`config.mk`:
```
export PLATFORM = sky130hd
export DESIGN_NAME = move_commit
export DESIGN_NICKNAME = d
export VERILOG_FILES = /design/src/rtl/move_commit.sv
export SDC_FILE = /design/constraint.sdc
export NUM_CORES = 1
export LEC_CHECK = 0
export CAP_MARGIN = 20
export CORE_MARGIN = 4
export CORE_UTILIZATION = 52
export CTS_BUF_LIST = sky130_fd_sc_hd__clkbuf_8
export CTS_CLUSTER_DIAMETER = 80
export DETAILED_ROUTE_END_ITERATION = 12
export PLACE_DENSITY = 0.9
export SLEW_MARGIN = 20
export SYNTH_ARGS = -nofsm -noshare
export SYNTH_HDL_FRONTEND = slang
export SYNTH_SLANG_ARGS = --single-unit
```
`constraint.sdc`:
```
create_clock -name clk -period 2.4 [get_ports clk]
set_input_delay 0.24 -clock clk [delete_from_list [all_inputs] [get_ports clk]]
set_output_delay 0.24 -clock clk [all_outputs]
set_load 0.02 [all_outputs]
```
`src/rtl/move_commit.sv`:
```
// Move commit engine: checks the target board cell, writes the tile,
// tracks the board bounding box and reports the committed move to the host.
module move_commit #(
    parameter int x_width  = 10,
    parameter int depth    = 21,
    parameter int init_off = 32
) (
    input  logic               clk,
    input  logic               reset,
    input  logic               w_end,
    input  logic [x_width:0]   in_x,
    input  logic [x_width:0]   in_y,
    input  logic [3:0]         in_t,
    output logic               array_busy,
    output logic               ram_rd_en,
    output logic               ram_write_en,
    output logic [depth:0]     ram_addr,
    output logic [3:0]         ram_data_out,
    input  logic [3:0]         ram_data_read,
    input  logic               ram_ready,
    output logic [x_width:0]   off_x,
    output logic [x_width:0]   off_y,
    output logic [x_width:0]   max_off_x,
    output logic [x_width:0]   max_off_y,
    output logic [x_width:0]   last_x,
    output logic [x_width:0]   last_y,
    output logic               move_valid,
    input  logic               move_ready,
    output logic [x_width:0]   move_x,
    output logic [x_width:0]   move_y,
    output logic [3:0]         move_t,
    output logic               reject,
    output logic [15:0]        move_count
);

    typedef enum logic [2:0] {
        IDLE,
        RD_REQ,
        RD_WAIT,
        WRITE,
        UPDATE,
        REPORT
    } state_t;

    localparam logic [x_width:0] INIT = (x_width+1)'(init_off);

    state_t state_q, state_d;

    logic [x_width:0] mx_q, mx_d, my_q, my_d;
    logic [3:0]       mt_q, mt_d;
    logic             busy_q, busy_d;
    logic             rd_en_q, rd_en_d;
    logic             wr_en_q, wr_en_d;
    logic [depth:0]   addr_q, addr_d;
    logic [3:0]       wdata_q, wdata_d;
    logic [x_width:0] off_x_q, off_x_d, off_y_q, off_y_d;
    logic [x_width:0] max_x_q, max_x_d, max_y_q, max_y_d;
    logic [x_width:0] last_x_q, last_x_d, last_y_q, last_y_d;
    logic             valid_q, valid_d;
    logic [x_width:0] mv_x_q, mv_x_d, mv_y_q, mv_y_d;
    logic [3:0]       mv_t_q, mv_t_d;
    logic             reject_q, reject_d;
    logic [15:0]      count_q, count_d;

    // Next-state and registered-output computation for the commit sequence
    always_comb begin
        state_d  = state_q;
        mx_d     = mx_q;
        my_d     = my_q;
        mt_d     = mt_q;
        rd_en_d  = rd_en_q;
        wr_en_d  = wr_en_q;
        addr_d   = addr_q;
        wdata_d  = wdata_q;
        off_x_d  = off_x_q;
        off_y_d  = off_y_q;
        max_x_d  = max_x_q;
        max_y_d  = max_y_q;
        last_x_d = last_x_q;
        last_y_d = last_y_q;
        valid_d  = valid_q;
        mv_x_d   = mv_x_q;
        mv_y_d   = mv_y_q;
        mv_t_d   = mv_t_q;
        reject_d = 1'b0;
        count_d  = count_q;

        unique case (state_q)
            IDLE: begin
                if (w_end) begin
                    mx_d    = in_x;
                    my_d    = in_y;
                    mt_d    = in_t;
                    state_d = RD_REQ;
                end
            end
            RD_REQ: begin
                if (mt_q == 4'd0) begin
                    reject_d = 1'b1;
                    state_d  = IDLE;
                end else begin
                    addr_d  = {my_q, mx_q};
                    rd_en_d = 1'b1;
                    state_d = RD_WAIT;
                end
            end
            RD_WAIT: begin
                if (ram_ready) begin
                    rd_en_d = 1'b0;
                    if (ram_data_read != 4'd0) begin
                        reject_d = 1'b1;
                        state_d  = IDLE;
                    end else begin
                        wr_en_d = 1'b1;
                        wdata_d = mt_q;
                        state_d = WRITE;
                    end
                end
            end
            WRITE: begin
                if (ram_ready) begin
                    wr_en_d = 1'b0;
                    state_d = UPDATE;
                end
            end
            UPDATE: begin
                if (mx_q < off_x_q) off_x_d = mx_q;
                if (my_q < off_y_q) off_y_d = my_q;
                if (mx_q > max_x_q) max_x_d = mx_q;
                if (my_q > max_y_q) max_y_d = my_q;
                last_x_d = mx_q;
                last_y_d = my_q;
                if (count_q != 16'hFFFF) count_d = count_q + 16'd1;
                valid_d  = 1'b1;
                mv_x_d   = mx_q;
                mv_y_d   = my_q;
                mv_t_d   = mt_q;
                state_d  = REPORT;
            end
            REPORT: begin
                if (move_ready) begin
                    valid_d = 1'b0;
                    state_d = IDLE;
                end
            end
            default: state_d = IDLE;
        endcase

        busy_d = (state_d != IDLE);
    end

    // State and output registers with synchronous reset
    always_ff @(posedge clk) begin
        if (reset) begin
            state_q  <= IDLE;
            mx_q     <= '0;
            my_q     <= '0;
            mt_q     <= '0;
            busy_q   <= 1'b0;
            rd_en_q  <= 1'b0;
            wr_en_q  <= 1'b0;
            addr_q   <= '0;
            wdata_q  <= '0;
            off_x_q  <= INIT;
            off_y_q  <= INIT;
            max_x_q  <= INIT;
            max_y_q  <= INIT;
            last_x_q <= INIT;
            last_y_q <= INIT;
            valid_q  <= 1'b0;
            mv_x_q   <= '0;
            mv_y_q   <= '0;
            mv_t_q   <= '0;
            reject_q <= 1'b0;
            count_q  <= '0;
        end else begin
            state_q  <= state_d;
            mx_q     <= mx_d;
            my_q     <= my_d;
            mt_q     <= mt_d;
            busy_q   <= busy_d;
            rd_en_q  <= rd_en_d;
            wr_en_q  <= wr_en_d;
            addr_q   <= addr_d;
            wdata_q  <= wdata_d;
            off_x_q  <= off_x_d;
            off_y_q  <= off_y_d;
            max_x_q  <= max_x_d;
            max_y_q  <= max_y_d;
            last_x_q <= last_x_d;
            last_y_q <= last_y_d;
            valid_q  <= valid_d;
            mv_x_q   <= mv_x_d;
            mv_y_q   <= mv_y_d;
            mv_t_q   <= mv_t_d;
            reject_q <= reject_d;
            count_q  <= count_d;
        end
    end

    assign array_busy   = busy_q;
    assign ram_rd_en    = rd_en_q;
    assign ram_write_en = wr_en_q;
    assign ram_addr     = addr_q;
    assign ram_data_out = wdata_q;
    assign off_x        = off_x_q;
    assign off_y        = off_y_q;
    assign max_off_x    = max_x_q;
    assign max_off_y    = max_y_q;
    assign last_x       = last_x_q;
    assign last_y       = last_y_q;
    assign move_valid   = valid_q;
    assign move_x       = mv_x_q;
    assign move_y       = mv_y_q;
    assign move_t       = mv_t_q;
    assign reject       = reject_q;
    assign move_count   = count_q;

endmodule

```
==> results.cfg <==
[run_status]
run_status = finished, final reports clean

[logic_synthesis]
avgSynthCellArea_um2 = 8.07
synth.ff_latch_count = 148
synthCells = 886
yosys_warnings = 0
synth_edf_count = 0
synth_top_area_share_pct = 41.4
synth.top_cells.by_area = sky130_fd_sc_hd__dfxtp_1, sky130_fd_sc_hd__nand2_1, sky130_fd_sc_hd__ha_1, sky130_fd_sc_hd__a21oi_1, sky130_fd_sc_hd__mux2_2
post-synth-top-area-cell = sky130_fd_sc_hd__dfxtp_1
synth-async-reset-ratio_pct = 0
syn-num-nets = 964
mappedNetlistArea_um2 = 7150
synthFlopType = sky130_fd_sc_hd__dfxtp_1
sequential_area_share_after_synthesis_pct = 41.4
yosysUniqueCellTypes = 46

[place]
gp_congestion = 0.935
placement.io_buffers = 173
numPlacedInstances = 1204
placed_wire_length_estimate_after_detailed_placement_um = 15400
preCtsSetupSlack_ns = 0.245

[sta]
period_minus_ws_final_ns = 2.22
worst_pin_slew_ns = 0.540
hold_viol = 0
fin_crit_sh_pct = 92.7
achievable-frequency_mhz = 450
grt_setup_unrepaired = false
finalSetupViolCount = 0
max_slew_margin_pct = 63.9
finalMaxSlewViolations = 0
final_ws_setup_ns = 0.175
skew_ns = 0.0149
final.setup.tns_ns = 0

[setup_path]
path_max_fanout = 7
critical_path.max_stage_delay_ns = 0.36
worst_reg2reg_startpoint = max_off_x[8]
critical_path.cell_chain = inv_1 > ha_1 > a211oi_1 > o2bb2ai_1 > o311ai_1 > buf_4 > mux2_2
reg2reg_to = max_off_x[2]
crit_start = max_off_x[8]
critical_path.startpoint_type = flop
critPathSlowestCell = sky130_fd_sc_hd__o311ai_1
critical_path.endpoint = max_off_x[2]
r2r.worst_path.cells = 7
criticalPathCategory = reg -> reg
r2r_setup_slack_ns = 0.18
end_kind = flop
worst-endpoint-arrival_ns = 2.56
timing.critical_path.required_ns = 2.74

[cts]
clk_pin_slew_worst_paths_ns = 0.08
cts-hold-fix-buffers = 0
tritoncts_num_sinks = 148
ctsHtreeMaxLevel = 4
post_cts.repair.setup_buffers = 0
tritoncts = built
ctsRootBufferMaster = sky130_fd_sc_hd__clkbuf_8
cts_buffers = 17
cts_buffer_depth = 2
ctsResizeCount = 0
clock_insertion_delay_worst_skew_ns = 0.45

[detailed_routing]
route.antenna.remaining_nets = 0
via_count = 6937
drtPass1Iterations = 5
avgViaCountPerCell = 5.61
violation_count_after_the_first_detailed_routing_iteration = 560
remaining_drc_errors = 0
totalWireLength_um = 20800
wl_per_cell_um = 16.8

[global_routing]
antenna_found_initial = 0
maximum_number_of_pins_on_one_net_before_global_route_repair = 49
grt.total_usage_pct = 25.9
grt_pass1_wl_um = 33500
gr-total-overflow = 0
number_of_global_route_vias_before_repair = 6782

[power]
power-per-cell-area_nw_per_um2 = 549
vdd_drop_max_mv = 0.419
totalPowerFinal_w = 0.00524
leakagePower_nw = 3.47

[cells_and_area]
final_util_pct = 71.4
syn_to_final_growth_pct = 33.2
final_cells = 1236
layout.nets = 1125
final_common_cell = sky130_fd_sc_hd__nand2_1
layout_common_cells = sky130_fd_sc_hd__nand2_1, sky130_fd_sc_hd__clkdlybuf4s50_1, sky130_fd_sc_hd__dfxtp_1
final_layout_size_suffix_gt1_share_pct = 9.35
largest_reg_flops = 22

[floorplan]
die_wd_um = 125
fp-row-count = 42
die_area_um2 = 15700
design.portCount = 174
effective_utilization_at_floorplan_pct = 53.6
core_area_um2 = 13300
chipHeight_um = 125

[hold_path]
hold_path_class = in -> reg

[run]
max-cap-violations = 0
==> report_power, final <==
group / total, W / internal [W] / switching [W]
registers: 0.00256 / 0.00250 / 0.0000539
logic: 0.000640 / 0.000256 / 0.000384
clock network: 0.00204 / 0.00112 / 0.000917
==> critical path, delay by kind of cell, from the launching register on <==
family                     cells  cell delay [ns]
adders and majority gates      1             0.31
AOI/OAI and AO/OA              3             0.81
buffers and inverters          2             0.31
muxes                          1             0.36
DFF                            1             0.34
==> final cells by class <==
type / count / area, µm²
clock inverters: 10 / 131
flip-flops and latches: 148 / 2960
well taps: 176 / 220
inverters: 47 / 176
fillers: 1014 / 3820
diodes: 1 / 2.50
clock buffers: 21 / 289
multi-input cells: 615 / 3660
repair buffers: 218 / 2090
==> layer usage <==
metal	part of all wire (%)	up-vias	GRT usage, %
li1	-	3357	-
met1	41	3245	31.9
met2	47	279	41.9
met3	8.2	56	8.49
met4	3.4	0	10.8
met5	0	-	0
==> cell usage after synthesis (all sizes together), types with 3 or more instances <==
cell type and number:
nand2 186, dfxtp 148, a21oi 91, nor2 55, clkbuf 49, inv 47
ha 43, buf 27, nor3 26, a31oi 23, nand4b 22, o211ai 22
nor2b 21, mux2 20, nand4 14, o21ai 12, nand3 10, xnor2 7
a211oi 6, mux2i 6, nand2b 5, or3 5, a21o 4, nor3b 4
xor2 4, a221oi 3, nor4 3
==> per-stage QoR <==
stage	hold slack, ns	area [µm²]
6_report	0.198	9530
5_1_grt	0.178	9530
4_1_cts	0.171	9530
3_5_place_dp	0.447	9110
3_3_place_gp	0.442	9110
2_1_floorplan	0.376	7150
==> kinds of logic after synthesis <==
logic type / share of synthesized area (%)
and+or+nand+nor: 23.6
buffers and inverters: 7.62
DFF: 41.4
xor gates and xnor gates: 1.35
AOI/OAI and AO/OA: 14.5
muxes: 3.99
adders and majority gates: 7.52
==> worst min-delay path by stage <==
stage	to	depth (start not counted)	start	slack (ns)
final	last_y[4]	2	reset	0.20
after detailed placement	ram_addr[9]	2	ram_addr[9]	0.45
after global placement	move_t[3]	2	move_t[3]	0.44
after global routing	ram_addr[14]	2	reset	0.18
after floorplan	mt_q[0]	2	in_t[0]	0.38
after CTS	last_y[4]	2	reset	0.17
Power figures use the tool's default switching activity.
